===== config.mk =====
export PLATFORM = sky130hd
export DESIGN_NAME = uart_tx
export DESIGN_NICKNAME = d
export VERILOG_FILES = /design/src/rtl/uart_pkg.sv /design/src/rtl/uart_tick_gen.sv /design/src/rtl/uart_tx.sv
export SDC_FILE = /design/constraint.sdc
export NUM_CORES = 1
export LEC_CHECK = 0
export ABC_AREA = 1
export CAP_MARGIN = 5
export CORE_UTILIZATION = 57
export DETAILED_ROUTE_END_ITERATION = 10
export GPL_TIMING_DRIVEN = 1
export HOLD_SLACK_MARGIN = 0.1
export PLACE_DENSITY = 0.82
export SYNTH_ARGS = -nofsm -noshare
export SYNTH_HDL_FRONTEND = slang
export SYNTH_HIERARCHICAL = 1
export SYNTH_SLANG_ARGS = --single-unit

===== constraint.sdc =====
create_clock -name CLK100MHZ -period 2 [get_ports CLK100MHZ]
set_input_delay 0.3 -clock CLK100MHZ [delete_from_list [all_inputs] [get_ports CLK100MHZ]]
set_output_delay 0.3 -clock CLK100MHZ [all_outputs]
set_load 0.02 [all_outputs]

===== src/rtl/uart_pkg.sv =====
// Shared types, line levels and helpers for the UART transmitter and the
// planned receiver.
package uart_pkg;

  typedef enum logic [2:0] {
    IDLE,
    ALIGN,
    START,
    DATA,
    PARITY,
    STOP
  } tx_state_t;

  localparam logic UART_IDLE_LVL  = 1'b1;
  localparam logic UART_START_LVL = 1'b0;
  localparam int   UART_MAX_BITS  = 9;

  // Unused upper bits are expected to be zero so they do not disturb the XOR.
  function automatic logic parity_calc(input logic [UART_MAX_BITS-1:0] data,
                                       input logic odd);
    return (^data) ^ odd;
  endfunction

endpackage


===== src/rtl/uart_tick_gen.sv =====
// Rising-edge detector on the divider's baud_clk; one CLK100MHZ-cycle tick
// per baud period. baud_clk already lives in this domain, so no synchroniser.
module uart_tick_gen (
  input  logic CLK100MHZ,
  input  logic resetn,
  input  logic baud_clk,
  output logic tick
);

  logic baud_q_reg;

  always_ff @(posedge CLK100MHZ or negedge resetn) begin
    if (!resetn) begin
      baud_q_reg <= 1'b0;
    end else begin
      baud_q_reg <= baud_clk;
    end
  end

  assign tick = baud_clk & ~baud_q_reg;

endmodule


===== src/rtl/uart_tx.sv =====
// UART transmitter: one word per valid/ready handshake, framed as start,
// data LSB first, optional parity and 1..2 stop bits, one bit per baud tick.
module uart_tx
  import uart_pkg::*;
#(
  parameter int DATA_BITS  = 8,
  parameter int PARITY_EN  = 0,
  parameter int PARITY_ODD = 0,
  parameter int STOP_BITS  = 1
) (
  input  logic                 CLK100MHZ,
  input  logic                 resetn,
  input  logic                 baud_clk,
  input  logic [DATA_BITS-1:0] tx_data,
  input  logic                 tx_valid,
  output logic                 tx_ready,
  output logic                 tx,
  output logic                 tx_busy,
  output logic                 tx_done
);

  localparam logic [3:0] DATA_CNT = 4'(DATA_BITS);
  localparam logic [3:0] STOP_CNT = 4'(STOP_BITS);

  tx_state_t            state_reg, state_next;
  logic [DATA_BITS-1:0] shift_reg, shift_next;
  logic [3:0]           cnt_reg, cnt_next;
  logic                 parity_reg, parity_next;
  logic                 tx_reg, tx_next;
  logic                 busy_reg, busy_next;
  logic                 done_reg, done_next;
  logic                 tick;
  logic                 accept;
  logic [UART_MAX_BITS-1:0] data_pad;

  uart_tick_gen u_tick (
    .CLK100MHZ (CLK100MHZ),
    .resetn    (resetn),
    .baud_clk  (baud_clk),
    .tick      (tick)
  );

  genvar gi;
  generate
    for (gi = 0; gi < UART_MAX_BITS; gi++) begin : g_pad
      if (gi < DATA_BITS) begin : g_bit
        assign data_pad[gi] = tx_data[gi];
      end else begin : g_zero
        assign data_pad[gi] = 1'b0;
      end
    end
  endgenerate

  assign accept = tx_valid & tx_ready;

  always_ff @(posedge CLK100MHZ or negedge resetn) begin
    if (!resetn) begin
      state_reg  <= IDLE;
      shift_reg  <= '0;
      cnt_reg    <= '0;
      parity_reg <= 1'b0;
      tx_reg     <= UART_IDLE_LVL;
      busy_reg   <= 1'b0;
      done_reg   <= 1'b0;
    end else begin
      state_reg  <= state_next;
      shift_reg  <= shift_next;
      cnt_reg    <= cnt_next;
      parity_reg <= parity_next;
      tx_reg     <= tx_next;
      busy_reg   <= busy_next;
      done_reg   <= done_next;
    end
  end

  // Apart from the accept, every move waits for a tick, so a stalled baud_clk freezes the frame.
  always_comb begin
    state_next  = state_reg;
    shift_next  = shift_reg;
    cnt_next    = cnt_reg;
    parity_next = parity_reg;
    tx_next     = tx_reg;
    busy_next   = busy_reg;
    done_next   = 1'b0;
    case (state_reg)
      IDLE: begin
        tx_next = UART_IDLE_LVL;
        if (accept) begin
          shift_next  = tx_data;
          parity_next = parity_calc(data_pad, 1'(PARITY_ODD));
          cnt_next    = '0;
          busy_next   = 1'b1;
          state_next  = ALIGN;
        end
      end
      ALIGN: if (tick) begin
        tx_next    = UART_START_LVL;
        state_next = START;
      end
      START: if (tick) begin
        tx_next    = shift_reg[0];
        shift_next = shift_reg >> 1;
        cnt_next   = 4'd1;
        state_next = DATA;
      end
      DATA: if (tick) begin
        if (cnt_reg < DATA_CNT) begin
          tx_next    = shift_reg[0];
          shift_next = shift_reg >> 1;
          cnt_next   = cnt_reg + 4'd1;
        end else if (PARITY_EN != 0) begin
          tx_next    = parity_reg;
          state_next = PARITY;
        end else begin
          tx_next    = UART_IDLE_LVL;
          cnt_next   = 4'd1;
          state_next = STOP;
        end
      end
      PARITY: if (tick) begin
        tx_next    = UART_IDLE_LVL;
        cnt_next   = 4'd1;
        state_next = STOP;
      end
      STOP: if (tick) begin
        if (cnt_reg == STOP_CNT) begin
          done_next  = 1'b1;
          busy_next  = 1'b0;
          state_next = IDLE;
        end else begin
          cnt_next = cnt_reg + 4'd1;
        end
      end
      default: state_next = IDLE;
    endcase
  end

  always_comb begin
    tx_ready = (state_reg == IDLE);
    tx       = tx_reg;
    tx_busy  = busy_reg;
    tx_done  = done_reg;
  end

endmodule


==> impl_metrics.yaml <==
outcome:
  status: "finished, final reports clean"
timing:
  fmax_mhz: 544
  rsz0062_at_grt: "false"
  worstMarginPinSlew_ns: 0.392
  finalMaxSlewViolations: 0
  finalSetupTns_ns: 0
  post-route-period-util_pct: 91.9
  relSlewSlack_pct: 73.8
  holdWs_ns: 0.260
  setup_viol: 0
  finalHoldViolations: 0
  fin_crit_ns: 1.84
  clock_skew_ns: 0.00951
power_and_ir_drop:
  p_total_mw: 2.03
  pwr_density_cell_nw_per_um2: 1470
  leakage_nw: 0.710
  ir_drop_uv: 896
route:
  routed_via_density: 5.15
  wl_mm: 2.42
  avgRoutedWirePerCell_um: 11.4
  dr.pass1.iters: 4
  antenna_left: 0
  drc: 0
  vias: 1092
  drt_iter0_markers: 22
floorplan:
  rows: 16
  die_w_um: 47.5
  die_area_um2: 2250
  die_y_um: 47.5
  start_util_pct: 60.1
  core_area_um2: 1960
  io_pins: 16
worst_setup_path:
  r2r_end: "state_reg[2]"
  crit_arrival_ns: 1.54
  end_kind: "primary output"
  worstPathCellList: "nor2_4 -> nand2_1 -> inv_1 -> dlygate4sd2_1"
  cp.required_ns: 1.70
  regToRegSetupSlack_ns: 0.33
  critPathMaxStageDelay_ns: 0.50
  critPathMaxFanout: 7
  startpoint_type: "flip-flop"
  path_class: "reg2out"
  worst_path_max_delay_cell: "dfrtp_2"
  r2r-start: "state_reg[2]"
  crit_buf_inv: 2
  path_delay_family: "flip-flops"
  worst_r2r_path_depth: 9
grt:
  grt_usage_pct: 23.8
  grt_pass1_wl_mm: 3.72
  antenna_found_initial: 0
  grt_pass1_vias: 883
  grt_overflow_total: 0
  grt_max_degree: 19
synth:
  synth_nets: 183
  synth_flop_cell: "dfrtp_1"
  postSynthAreaPerCell_um2: 7.02
  yosysMostFrequentCell: "nand2_1"
  synth_area_leader_cell: "dfrtp_1"
  async_flop_share_pct: 100
  synth_area_leaders: "dfrtp_1 38%, nand2_1 16%, inv_1 6.7%, nor2_1 6.1%, nand3_1 5.9%"
  seq_area_frac_synth_pct: 40.4
  netlist_area_um2: 1180
  yosys_warnings: 6
  synth_edf_count: 0
  netlist_instances: 168
  synth_top_area_share_pct: 38.2
  ys_seq_elements: 19
  synthTopCellsByCount: "51 x nand2_1, 21 x inv_1, 19 x nor2_1"
  ys_types: 25
cells_and_area:
  n_antenna_cell: 0
  fin_cells: 212
  finalNetCount: 201
  area_growth_pct: 17.3
  regArea_um2: 478
  multi_input_area_um2: 591
  largest_reg_flops: 8
  fillers: 190
  layout-drive-gt1-share_pct: 10.8
clocking:
  clock_path_buffers: 2
  postCtsSetupBuffers: 0
  cts_root_buf: "clkbuf_4"
  cts_tree: "done"
  clock_latency_ns: 0.31
  cts.htree.levels: 1
  clkTransAtPathRegs_ns: 0.12
  cts_sinks: 19
  cts_buffers: 3
place:
  dpl.cell_count: 208
  place.gp.congestion: 0.891
  dpl.hpwl_mm: 1.79
  io_buffers: 15
job:
  maxCapViolCount: 0
hold_path:
  hold_path.class: "in2async"
[how the worst max path moves through the flow]
stage / startpoint / to / slack, ns / cells after the start
floorplan: state_reg[2] / shift_reg[2] / 0.68 / 9
global placement: state_reg[1] / tx_ready / 0.14 / 4
detailed placement: state_reg[1] / tx_ready / 0.12 / 4
CTS: state_reg[1] / tx_ready / 0.17 / 4
global route: state_reg[1] / tx_ready / 0.11 / 4
finish: state_reg[1] / tx_ready / 0.16 / 4
[metrics by stage]
stage | cell area [um2] | utilization [%] | setup slack (ns)
2_1_floorplan | 1180 | - | 0.678
3_3_place_gp | 1350 | 68.8 | 0.140
3_5_place_dp | 1350 | 68.8 | 0.123
4_1_cts | 1380 | 70.5 | 0.171
5_1_grt | 1380 | 70.5 | 0.113
6_report | 1380 | 70.5 | 0.162
[layout make-up]
type                            count  area share, %
Clock buffer                        3           1.63
Clock inverter                      1          0.362
Inverter                           23           6.43
Multi-Input combinational cell    122           42.7
Sequential cell                    19           34.6
Tap cell                           27           2.44
Timing Repair Buffer               17           11.9
[cell usage in the layout, fill, tap and decap left out]
cell             instances
nand2_1                 51
inv_1                   21
nor2_1                  19
dfrtp_1                 17
nand3_1                 14
clkdlybuf4s50_1         14
o21ai_0                 10
o21ai_1                  7
a21oi_1                  5
nor2_2                   3
ha_1                     3
clkbuf_4                 3
nor2_4                   2
nand3_2                  2
buf_4                    2
inv_4                    1
nand2_4                  1
nand2_2                  1
inv_2                    1
nand4_1                  1
xnor2_1                  1
a21oi_2                  1
nor3b_1                  1
clkinv_2                 1
dlygate4sd2_1            1
dfrtp_2                  1
dfstp_2                  1
[timing repair]
item / CTS / global route
gates resized for setup: 3 / 0
hold buffers: 0 / 0
setup endpoints to repair: 1 / 0
endpoints found under the hold margin: 0 / 0
[worst reg2reg max path: stages, from the launching register on]
cell	delay (ns)
dfrtp_1	0.57
inv_4	0.12
nand2_4	0.18
inv_2	0.08
nand2_1	0.08
nand2_1	0.08
nor2_1	0.25
nand2_1	0.12
nand2_1	0.07
nand2_1	0.05
[logic make-up (layout without fill, tap and decap cells)]
group,count (synthesis),in the layout,share of synthesized area [%]
AOI/OAI and AO/OA,23,23,10.1
and+or+nand+nor,95,95,35.7
adders and majority gates,3,3,3.19
buffers and inverters,27,44,9.87
xor gates and xnor gates,1,1,0.743
DFF,19,19,40.4
[where the power goes]
group / switching, mW / total (mW) / leakage [nW] / internal [mW]
Combinational: 0.762 / 1.17 / 0.459 / 0.409
Clock: 0.130 / 0.205 / 0.0177 / 0.0748
Sequential: 0.116 / 0.652 / 0.234 / 0.536
[routing by layer]
layer	share of wire, %	up-vias	GRT usage, %	wire (um)
li1	-	562	-	-
met1	46	489	31.6	1100
met2	47	37	38.1	1150
met3	5.6	4	3.02	136
met4	1.3	0	12.6	31
met5	0	-	0	0
Power figures use the tool's default switching activity.
